$ cat config.mk
export PLATFORM = sky130hd
export DESIGN_NAME = reg_file
export DESIGN_NICKNAME = d
export VERILOG_FILES = /design/src/rtl/reg_file.sv
export SDC_FILE = /design/constraint.sdc
export NUM_CORES = 2
export LEC_CHECK = 0
export CORE_ASPECT_RATIO = 1.4
export CORE_MARGIN = 2
export CORE_UTILIZATION = 25
export DETAILED_ROUTE_END_ITERATION = 8
export DONT_BUFFER_PORTS = 1
export PLACE_DENSITY_LB_ADDON = 0.15
export SYNTH_ARGS = -nofsm -noshare
export SYNTH_HDL_FRONTEND = slang
export SYNTH_SLANG_ARGS = --single-unit
$ cat constraint.sdc
create_clock -name clk -period 5.4 [get_ports clk]
set_input_delay 1.08 -clock clk [delete_from_list [all_inputs] [get_ports clk]]
set_output_delay 1.08 -clock clk [all_outputs]
set_load 0.01 [all_outputs]
$ cat src/rtl/reg_file.sv
// 32 x 32-bit RV32I integer register file: two combinational read ports and one write port.
// x0 has no storage and always reads as zero. Reset is synchronous and active-high.
module reg_file #(
  parameter int DATA_WIDTH = 32,
  parameter int ADDR_WIDTH = 5
) (
  input  logic                  clk,
  input  logic                  reset,
  input  logic                  reg_write,
  input  logic [ADDR_WIDTH-1:0] addr_a,
  input  logic [ADDR_WIDTH-1:0] addr_b,
  input  logic [ADDR_WIDTH-1:0] addr_write,
  input  logic [DATA_WIDTH-1:0] data_write,
  output logic [DATA_WIDTH-1:0] data_a,
  output logic [DATA_WIDTH-1:0] data_b
);

  localparam int DEPTH = 2 ** ADDR_WIDTH;

  logic [DATA_WIDTH-1:0] regs [1:DEPTH-1];

  // Reset wins over a write in the same cycle; writes aimed at x0 are dropped.
  always_ff @(posedge clk) begin
    if (reset) begin
      for (int i = 1; i < DEPTH; i++) begin
        regs[i] <= '0;
      end
    end else if (reg_write && (addr_write != '0)) begin
      regs[addr_write] <= data_write;
    end
  end

  // No write-to-read bypass: a same-cycle write becomes visible only after the edge.
  always_comb begin
    data_a = '0;
    data_b = '0;
    if (addr_a != '0) data_a = regs[addr_a];
    if (addr_b != '0) data_b = regs[addr_b];
  end

endmodule

==> results.toml <==
[timing]
fin_crit_sh_pct = 90.7
fin_setup_tns_ns = 0
holdWs_ns = 0.456
final.min_clock_period_ns = 4.90
setup_violations = 0
max_freq_mhz = 204
slew_headroom_pct = 2.65
final-hold-violation-count = 0
tightestPinTransition_ns = 1.42
drv_slew = 0
rsz0062_at_grt = "false"

[cells_and_area]
largest-register = "regs"
layout.nets = 3468
reg.largest.list = "regs (1024)"
largest_reg_flops = 1024
instances_no_fill = 6383
area_delta_synth_final_pct = 13.0
drive_gt1_share_pct = 25.5
final_util_pct = 28.4
n_fill_cell = 21500

[cts]
numCtsBuffers = 106
cts_tree = "yes"
cts_max_level = 3
clockRootBuffer = "clkbuf_16"
hold_buffers = 0
cts_resized = 0
postCtsSetupBuffers = 0
clock_path_buffers = 3
clk_pin_slew_worst_paths_ns = 0.07
numClockSinks = 1024

[grt]
antenna_found_initial = 16
grt_pass1_vias = 33500
grt_overflow_total = 0
grt_max_degree = 310
grt_pass1_wl_um = 287000
grt_use_total_pct = 18.7

[critical_path]
crit_type = "input port to output pin"
setup.worst_path.start_class = "input port"
end_kind = "output pin"
cp-endpoint = "data_a[31]"
required_ns = 4.32
crit_path_max_incr_delay_ns = 1.16
startpoint = "addr_a[3]"
crit_path_max_fanout = 24
crit_slowest_cell = "a2111oi_0"
worstPathArrival_ns = 3.82
crit_top_cell = "buf_4"
path_cells = "nor2b_4 > buf_4 > buf_4 > a22o_1 > a2111oi_0 > buf_4 > nor3_1 > buf_4"

[detailed_routing]
drc = 0
dr.pass1.iters = 6
avgViaCountPerCell = 4.97
drt_iter0_markers = 2973
vias = 31700
met3_wirelength_um = 13000
dr_wl_met2_um = 104000
wl_met1_um = 87100
antenna_left = 0
wl_per_cell_um = 32.8
wirelength_um = 210000
top_layer = "met5"

[floorplan]
ios = 114
die_w_um = 398
core_region_area_um2 = 216000
initial_core_util_pct = 25.1
die_h_um = 555
num_rows = 202
dieArea_um2 = 221000

[placed_design]
place.gp.congestion = 0.759
dp_hpwl_um = 123000
portBuffers = 0
dpl.cell_count = 6166

[synth]
async_reset_ff_share_pct = 0
yosysTopAreaCell = "edfxtp_1"
ys_seq_area_share_pct = 56.7
synth-seq-cells = 1024
synth.most_common_cell = "edfxtp_1"
synth_edf_count = 1024
synth_cell_type_count = 43
synth_area_leaders = "edfxtp_1 (57%), mux4_2 (20%), and2_1 (11%)"
synthesis.area_um2 = 54200
avgSynthCellArea_um2 = 15.5
yosysTopAreaCellShare_pct = 56.7
synth_cells = 3500
ys_warn_count = 0
synth_ff_type = "edfxtp_1"
synthTopCellsByCount = "edfxtp_1 (1,024), and2_1 (995), mux4_2 (472), clkbuf_1 (264), mux2i_1 (150)"

[power_and_ir_drop]
ir_drop_uv = 254
p_int_mw = 14.4
seqPwrFrac_pct = 49.6
clkPwrFrac_pct = 40.2
p_sw_share_pct = 24.0
comb_power_share_pct = 10.2
p_leak_nw = 20.2
power_density_nw_per_um2 = 310
p_sw_mw = 4.55

[run_status]
violations = "max-capacitance violations"
status = "finished with violations"

[job]
max_cap_violations = 1

[min_path]
hold_class = "input port to register"
cell families (layout without fill, tap and decap cells):
group,after synthesis,count (layout),synth area share (%)
AND/OR/NAND/NOR,1178,1178,13.3
flip-flops,1024,1024,56.7
multiplexers,652,652,23.0
buffers and inverters,386,366,3.31
AO/OA/AOI/OAI,259,259,3.65
other,1,48,0.00692
critical path: cells and delay by family:
kind	cells	cell delay, ns
AO/OA/AOI/OAI	2	1.42
buffers and inverters	4	1.00
AND/OR/NAND/NOR	2	0.21
worst min path at each step:
stage	start	endpoint	depth (start not counted)
floorplan	data_write[0]	regs[0][0]	0
detailed placement	data_write[15]	regs[0][15]	0
CTS	data_write[15]	regs[0][15]	0
global placement	data_write[15]	regs[0][15]	0
finish	data_write[20]	regs[0][20]	0
global route	data_write[15]	regs[0][15]	0
layout by cell type, fill, tap and decap left out, types with 4 or more instances in the layout:
master / netlist / final
a22oi_1: 16 / 16
mux2i_1: 150 / 150
edfxtp_1: 1024 / 1024
conb_1: 1 / 32
bufinv_16: 0 / 11
o22ai_1: 103 / 103
nor4_1: 6 / 4
a22o_1: 51 / 51
mux4_2: 472 / 472
buf_12: 0 / 8
nand2b_1: 6 / 6
o21ai_1: 4 / 4
a2111oi_1: 41 / 42
clkbuf_1: 264 / 23
or3b_2: 4 / 4
nand3b_1: 5 / 5
nor2_1: 36 / 4
a221oi_1: 4 / 4
mux2_2: 30 / 30
nor2b_1: 14 / 12
a211oi_1: 7 / 7
and2_1: 995 / 994
clkinv_1: 0 / 27
nand2_1: 8 / 8
a21oi_1: 12 / 12
nor2_4: 0 / 32
nor3_1: 54 / 54
a2111oi_0: 14 / 12
diode_2: 0 / 16
clkinv_2: 0 / 22
buf_4: 37 / 154
clkinvlp_4: 0 / 5
clkbuf_16: 0 / 113
or2_2: 31 / 33
a32o_1: 4 / 4
nand3_1: 5 / 4
power groups by stage:
stage / combinational, mW / clock, mW / sequential [mW]
detailed placement: 1.95 / 0 / 9.58
global route: 2.02 / 8.06 / 9.46
floorplan: 1.44 / 0 / 9.47
global placement: 1.97 / 0 / 9.58
CTS: 1.96 / 7.81 / 9.41
finish: 1.94 / 7.63 / 9.41
through the flow:
step	total power, mW	cell area (µm²)	setup WS, ns
2_1_floorplan	10.9	54300	1.58
3_3_place_gp	11.6	57700	0.539
3_5_place_dp	11.5	57700	0.656
4_1_cts	19.2	61200	0.659
5_1_grt	19.5	61200	0.451
6_report	19.0	61300	0.500
per-layer routing:
metal	up-vias	global-route usage, %
met5	-	0
met1	17100	24.3
met4	2	4.66
met2	1043	32.1
li1	13400	-
met3	235	3.39
area by class of cell:
type                            count  area (µm²)  share of cell area (%)
Sequential cell                  1024       30700                    50.2
Multi-Input combinational cell   2121       22100                    36.1
Tap cell                         2856        3570                    5.83
Clock buffer                      136        2910                    4.76
Timing Repair Buffer              163        1320                    2.16
Clock inverter                     65         579                   0.945
Antenna cell                       16        40.0                  0.0653
Inverter                            2        7.51                  0.0123
(Power assumes the default switching activity.)
